### src/rtl/i2s_clk_ctrl.sv
// -----------------------------------------------------------------------------
// i2s_clk_ctrl
//
// Master clock and frame sequencer for the i2s datapath. Divides the system
// clock down to the codec master clock (mclk), the serial bit clock (sclk) and
// the word select (lrck). Framing starts phase-aligned to mclk and stops only
// on a frame boundary, so the codec never sees a partial frame.
//
// Ports
//   clk_i         system clock
//   rst_i         asynchronous, active-high reset
//   en_i          framing enable (level, sampled every clk)
//   mclk_o        codec master clock, free-running out of reset
//   sclk_o        serial bit clock
//   lrck_o        word select, 0 = left, 1 = right
//   sclk_rise_o   one-clk pulse in the cycle sclk_o goes 0->1
//   sclk_fall_o   one-clk pulse in the cycle sclk_o goes 1->0
//   frame_start_o one-clk pulse in the first cycle of each frame
//   running_o     high from the first RUN cycle through the last DRAIN cycle
//   frame_cnt_o   completed frames since reset, wraps
// -----------------------------------------------------------------------------
module i2s_clk_ctrl #(
    parameter int unsigned MCLK_DIV    = 4,   // clk cycles per mclk period, even, >= 2
    parameter int unsigned SCLK_DIV    = 8,   // mclk periods per sclk period, >= 1
    parameter int unsigned BITS_PER_CH = 32,  // sclk periods per channel half-frame
    parameter int unsigned FCNT_WIDTH  = 16   // frame counter width
) (
    input  logic                  clk_i,
    input  logic                  rst_i,
    input  logic                  en_i,
    output logic                  mclk_o,
    output logic                  sclk_o,
    output logic                  lrck_o,
    output logic                  sclk_rise_o,
    output logic                  sclk_fall_o,
    output logic                  frame_start_o,
    output logic                  running_o,
    output logic [FCNT_WIDTH-1:0] frame_cnt_o
);

    // clk cycles per sclk period, and per full stereo frame
    localparam int unsigned SclkPeriod = MCLK_DIV * SCLK_DIV;
    localparam int unsigned FrameLen   = 2 * BITS_PER_CH * SclkPeriod;
    localparam int unsigned MW         = (MCLK_DIV > 1) ? $clog2(MCLK_DIV) : 1;
    localparam int unsigned FW         = (FrameLen > 1) ? $clog2(FrameLen) : 1;

    localparam logic [MW-1:0] MclkLast = MW'(MCLK_DIV - 1);
    localparam logic [MW-1:0] MclkHalf = MW'(MCLK_DIV / 2);
    localparam logic [FW-1:0] FcntLast = FW'(FrameLen - 1);

    typedef enum logic [1:0] {
        StIdle,
        StRun,
        StDrain
    } state_e;

    state_e                  state_q, state_d;
    logic [MW-1:0]           mclk_cnt_q, mclk_cnt_d;
    logic [FW-1:0]           fcnt_q, fcnt_d;
    logic [FCNT_WIDTH-1:0]   frame_cnt_q, frame_cnt_d;
    logic                    frame_done;

    logic                    mclk_q;
    logic                    sclk_q, sclk_d;
    logic                    lrck_q, lrck_d;
    logic                    sclk_rise_q, sclk_fall_q;
    logic                    frame_start_q;
    logic                    running_q;

    int unsigned             fidx;

    // -------------------------------------------------------------------------
    // Next-state logic
    // -------------------------------------------------------------------------
    always_comb begin
        state_d    = state_q;
        fcnt_d     = fcnt_q;
        frame_done = 1'b0;

        // mclk divider free-runs in every state so the codec PLL stays locked
        if (mclk_cnt_q == MclkLast) begin
            mclk_cnt_d = '0;
        end else begin
            mclk_cnt_d = mclk_cnt_q + MW'(1);
        end

        unique case (state_q)
            StIdle: begin
                fcnt_d = '0;
                // Enter RUN so the first frame cycle coincides with mclk_cnt == 0
                if (en_i && (mclk_cnt_q == MclkLast)) begin
                    state_d = StRun;
                end
            end

            StRun: begin
                if (fcnt_q == FcntLast) begin
                    frame_done = 1'b1;
                    fcnt_d     = '0;
                    // Frame just completed: nothing is left to drain
                    if (!en_i) begin
                        state_d = StIdle;
                    end
                end else begin
                    fcnt_d = fcnt_q + FW'(1);
                    if (!en_i) begin
                        state_d = StDrain;
                    end
                end
            end

            StDrain: begin
                if (fcnt_q == FcntLast) begin
                    frame_done = 1'b1;
                    fcnt_d     = '0;
                    state_d    = en_i ? StRun : StIdle;
                end else begin
                    fcnt_d = fcnt_q + FW'(1);
                    // Resume without disturbing the bit/frame phase
                    if (en_i) begin
                        state_d = StRun;
                    end
                end
            end

            default: begin
                state_d = StIdle;
                fcnt_d  = '0;
            end
        endcase
    end

    always_comb begin
        if (frame_done) begin
            frame_cnt_d = frame_cnt_q + FCNT_WIDTH'(1);
        end else begin
            frame_cnt_d = frame_cnt_q;
        end
    end

    // -------------------------------------------------------------------------
    // Derived clocks, computed from the next frame position so the registered
    // outputs line up with fcnt_q in the same cycle.
    // -------------------------------------------------------------------------
    assign fidx = 32'(fcnt_d);

    always_comb begin
        sclk_d = 1'b0;
        lrck_d = 1'b0;
        if (state_d != StIdle) begin
            sclk_d = (fidx % SclkPeriod) >= (SclkPeriod / 2);
            // Changes at a multiple of SclkPeriod, i.e. on an sclk falling edge
            lrck_d = (fidx / SclkPeriod) >= BITS_PER_CH;
        end
    end

    // -------------------------------------------------------------------------
    // State and output registers
    // -------------------------------------------------------------------------
    always_ff @(posedge clk_i or posedge rst_i) begin
        if (rst_i) begin
            state_q       <= StIdle;
            mclk_cnt_q    <= '0;
            fcnt_q        <= '0;
            frame_cnt_q   <= '0;
            mclk_q        <= 1'b0;
            sclk_q        <= 1'b0;
            lrck_q        <= 1'b0;
            sclk_rise_q   <= 1'b0;
            sclk_fall_q   <= 1'b0;
            frame_start_q <= 1'b0;
            running_q     <= 1'b0;
        end else begin
            state_q       <= state_d;
            mclk_cnt_q    <= mclk_cnt_d;
            fcnt_q        <= fcnt_d;
            frame_cnt_q   <= frame_cnt_d;
            // mclk follows the divider with one register stage of latency
            mclk_q        <= (mclk_cnt_q >= MclkHalf);
            sclk_q        <= sclk_d;
            lrck_q        <= lrck_d;
            // Strobes use the same next value as sclk_q, so they mark the exact
            // cycle the sclk register changes (including the IDLE entry fall)
            sclk_rise_q   <= sclk_d & ~sclk_q;
            sclk_fall_q   <= ~sclk_d & sclk_q;
            frame_start_q <= (state_d == StRun) && (fcnt_d == '0);
            running_q     <= (state_d != StIdle);
        end
    end

    assign mclk_o        = mclk_q;
    assign sclk_o        = sclk_q;
    assign lrck_o        = lrck_q;
    assign sclk_rise_o   = sclk_rise_q;
    assign sclk_fall_o   = sclk_fall_q;
    assign frame_start_o = frame_start_q;
    assign running_o     = running_q;
    assign frame_cnt_o   = frame_cnt_q;

endmodule

### config.mk
export PLATFORM = sky130hd
export DESIGN_NAME = i2s_clk_ctrl
export DESIGN_NICKNAME = d
export VERILOG_FILES = /design/src/rtl/i2s_clk_ctrl.sv
export SDC_FILE = /design/constraint.sdc
export NUM_CORES = 1
export LEC_CHECK = 0
export ABC_CLOCK_PERIOD_IN_PS = 2150
export CELL_PAD_IN_SITES_DETAIL_PLACEMENT = 0
export CELL_PAD_IN_SITES_GLOBAL_PLACEMENT = 1
export CORE_ASPECT_RATIO = 1.2
export CORE_MARGIN = 2
export CORE_UTILIZATION = 42
export DETAILED_ROUTE_END_ITERATION = 12
export PLACE_DENSITY_LB_ADDON = 0.1
export SYNTH_ARGS = -nofsm -noshare
export SYNTH_HDL_FRONTEND = slang
export SYNTH_SLANG_ARGS = --single-unit
### constraint.sdc
create_clock -name clk_i -period 2.15 [get_ports clk_i]
set_input_delay 0.3225 -clock clk_i [delete_from_list [all_inputs] [get_ports clk_i]]
set_output_delay 0.3225 -clock clk_i [all_outputs]
set_load 0.03 [all_outputs]
==> metrics <==
# setup viols final 0; number of port buffers 25; status complete, no violations; Worst Skew 0.00716 ns; clock sink total 38; Levels on crit path 6; WL met3 85 µm; Setup Crit Path Kind register to register; Final HPWL DP 2.54 mm; max_cap viols 0; CP delay by family, top simple AND/OR/NAND/NOR gates; worst stage delay on the critical path 0.44 ns; Metal-1 WL 1.31 mm; Worst-path clk slew 0.07 ns; CP max-delay cell or3_4; die area 4830 µm²; top layer in use met4; TritonCTS clock tree built; number of setup buffers added after CTS 0; WP data arrival 2.09 ns; Reg area 951 µm²; CTS root buffer clkbuf_8; cell breakdown of the critical path ha_1 > nand3_1 > or3_4 > nor3_4 > nand4_1 > xnor2_1; vias in the first global route 1,287; Wirelength per Cell 12.9 µm; antenna cells 0; setup TNS 0 ns; synth warn 0; power share of the sequential group 0.455; FMAX 519 MHz; leak pwr 1.05 nW; switching part of the total 0.317; pin count of the biggest net entering global routing 39; Reg2Reg Depth 6; Psw 0.563 mW; post-synth design cell area 1800 µm²; # resized after CTS 0; Buf+Inv Stages, Crit Path 0; IO Count 26; post-synthesis sequential area ratio 0.528; Longest Clk Path Bufs 2; Fin. Hold Viols 0; number of fill cells 385; P_int 1.22 mW; Syn Inst Count 166; initial core utilization 0.429; top cell type by total area after synthesis dfrtp_1; Distinct cells, synth 35; largest family of logic cells by synthesized area simple AND/OR/NAND/NOR gates; RSZ-0062 raised after global routing no; GRT Overall Usage 0.158; Post-Synth Adder-Cell Area 0.0556; first-pass GRT wire length 5.80 mm; Tcrit/Tclk final 0.896; Final Core Density 0.532; htree depth 2; Routability Congestion 0.759; Req. time, crit path 2.32 ns; combinational share of power 0.267; Syn Nets 177; register bit total from synthesis 38; area of the multi-input gates 805 µm²; via/cell ratio 5.01; share of layout cells above drive strength 1 0.0945; XOR/XNOR Fraction of Synth Area 0.122; compound-gate portion of the synthesized area 0.0528; DRT Pass-1 Iters 4; Die W 63.8 µm; Crit. End Element register; area share of the largest cell type after synthesis 0.528; Hold WC Path Type input port to async pin; DRT antenna net count 0; Area growth syn-to-layout 24.0%; post-synthesis mux area share 0.00625; Worst slew margin 0.692; Overflow after GRT 0; maximum vdd ir drop 0.442 mV; initial antenna violation count 0; min cycle time layout 1.93 ns; Synth area leaders dfrtp_1 53%, xnor2_1 9.7%, ha_1 5.6%, nand3_1 3.6%, nand2_1 2.7%; Slew @ Worst Pin 0.462 ns; power per cell area 796 nW/µm²; row cnt 26; Final nets 211; routed wire length 3.33 mm; hold_buf cts 0; Clock Latency Late Sink 0.29 ns; Post-Syn Area per Cell 10.9 µm²; metal2 WL 1.90 mm; vias post-DR 1,287; CTS buffer count 5; Worst Path Max Fanout 6; crit start category register; Core ar. 4200 µm²; Final Slew Violations 0; clock network power share 0.278; die height 75.8 µm; drt drc 0; drt first-iter violations 40; post-synthesis simple-gate area fraction 0.210
-- cells by family after synthesis --
family | after synthesis
mux | 1
simple gates | 68
xor+xnor | 25
fa+ha+maj | 8
buf+inv | 12
flops | 38
compound gates | 14
-- state kept, by name, summed over array words and instances, names as in the netlist --
signal         count
frame_cnt_o       16
fcnt_q            11
mclk_cnt_q         2
state_q            2
frame_start_o      1
lrck_o             1
mclk_o             1
running_o          1
sclk_fall_o        1
sclk_o             1
sclk_rise_o        1
-- worst reg2reg max path: stages (launching register included) --
cell and delay [ns]:
dfrtp_1 0.41, ha_1 0.19, nand3_1 0.13, or3_4 0.44
nor3_4 0.32, nand4_1 0.16, xnor2_1 0.15
-- final timing paths --
check | from | end | slack (ns)
max reg2reg | fcnt_q[0] | frame_cnt_o[15] | 0.22
min reg2reg | mclk_cnt_q[0] | mclk_cnt_q[0] | 0.47
min in group clk_i | mclk_cnt_q[0] | mclk_cnt_q[0] | 0.47
max | fcnt_q[0] | frame_cnt_o[15] | 0.22
max in group asynchronous | rst_i | state_q[1] | 1.38
min | rst_i | fcnt_q[4] | 0.44
-- synth_stat cells --
| master | number |
|---|---|
| or4_2 | 1 |
| inv_1 | 10 |
| and4bb_2 | 1 |
| nor3_4 | 1 |
| o22ai_1 | 1 |
| nor2b_1 | 1 |
| or2_2 | 1 |
| a21o_1 | 1 |
| nand3_1 | 13 |
| nand4_2 | 1 |
| a21boi_0 | 1 |
| o21a_1 | 1 |
| and4_1 | 2 |
| clkbuf_1 | 1 |
| ha_1 | 8 |
| nand2_1 | 13 |
| or3_4 | 1 |
| nor3_1 | 4 |
| o211ai_1 | 1 |
| mux2_2 | 1 |
| and4_2 | 1 |
| nor2_1 | 13 |
| o2bb2ai_1 | 1 |
| xnor2_1 | 20 |
| nor3b_1 | 1 |
| and3_1 | 7 |
| a22oi_1 | 1 |
| nand4_1 | 4 |
| a31oi_1 | 2 |
| and2_1 | 3 |
| o32a_1 | 1 |
| dfrtp_1 | 38 |
| clkbuf_2 | 1 |
| a21oi_1 | 4 |
| xor2_1 | 5 |
-- power by group through the flow --
stage	Clock, mW	Combinational [mW]	Sequential [mW]
final	0.495	0.474	0.809
after global routing	0.543	0.540	0.816
after CTS	0.516	0.484	0.809
after detailed placement	0	0.482	0.823
after global placement	0	0.467	0.819
after floorplan	0	0.306	0.845
-- through the flow --
step | instances | setup WS (ns) | cell area, µm² | hold WS (ns) | power (mW)
after detailed placement | 249 | 0.207 | 2140 | 0.457 | 1.30
after global routing | 257 | 0.0533 | 2230 | 0.478 | 1.90
final | 257 | 0.224 | 2230 | 0.445 | 1.78
after CTS | 257 | 0.181 | 2230 | 0.464 | 1.81
after global placement | 249 | 0.272 | 2140 | 0.443 | 1.29
after floorplan | 166 | 0.279 | 1800 | 0.431 | 1.15
-- placed cells by master (no fill, tap or decap), types with 2 or more instances in the layout --
| cell type | instances |
|---|---|
| and3_1 | 7 |
| a21oi_1 | 4 |
| nor3_1 | 4 |
| clkbuf_8 | 6 |
| inv_1 | 10 |
| ha_1 | 8 |
| and2_1 | 3 |
| nand3_1 | 13 |
| nor2_1 | 13 |
| xor2_1 | 5 |
| dfrtp_1 | 38 |
| nand2_1 | 13 |
| buf_4 | 4 |
| a31oi_1 | 2 |
| xnor2_1 | 20 |
| nand4_1 | 4 |
| clkdlybuf4s50_1 | 25 |
| and4_1 | 2 |
-- area by class of cell --
cell class | count | area share
Sequential cell | 38 | 0.426
Multi-Input combinational cell | 116 | 0.360
Timing Repair Buffer | 29 | 0.125
Clock buffer | 7 | 0.0386
Tap cell | 56 | 0.0314
Inverter | 10 | 0.0168
Clock inverter | 1 | 0.00224
-- per-layer routing --
metal | track usage | vias up
li1 | - | 634
met1 | 0.167 | 630
met2 | 0.301 | 18
met3 | 0.0443 | 5
met4 | 0.0580 | 0
met5 | 0 | -
Power figures use the tool's default switching activity.
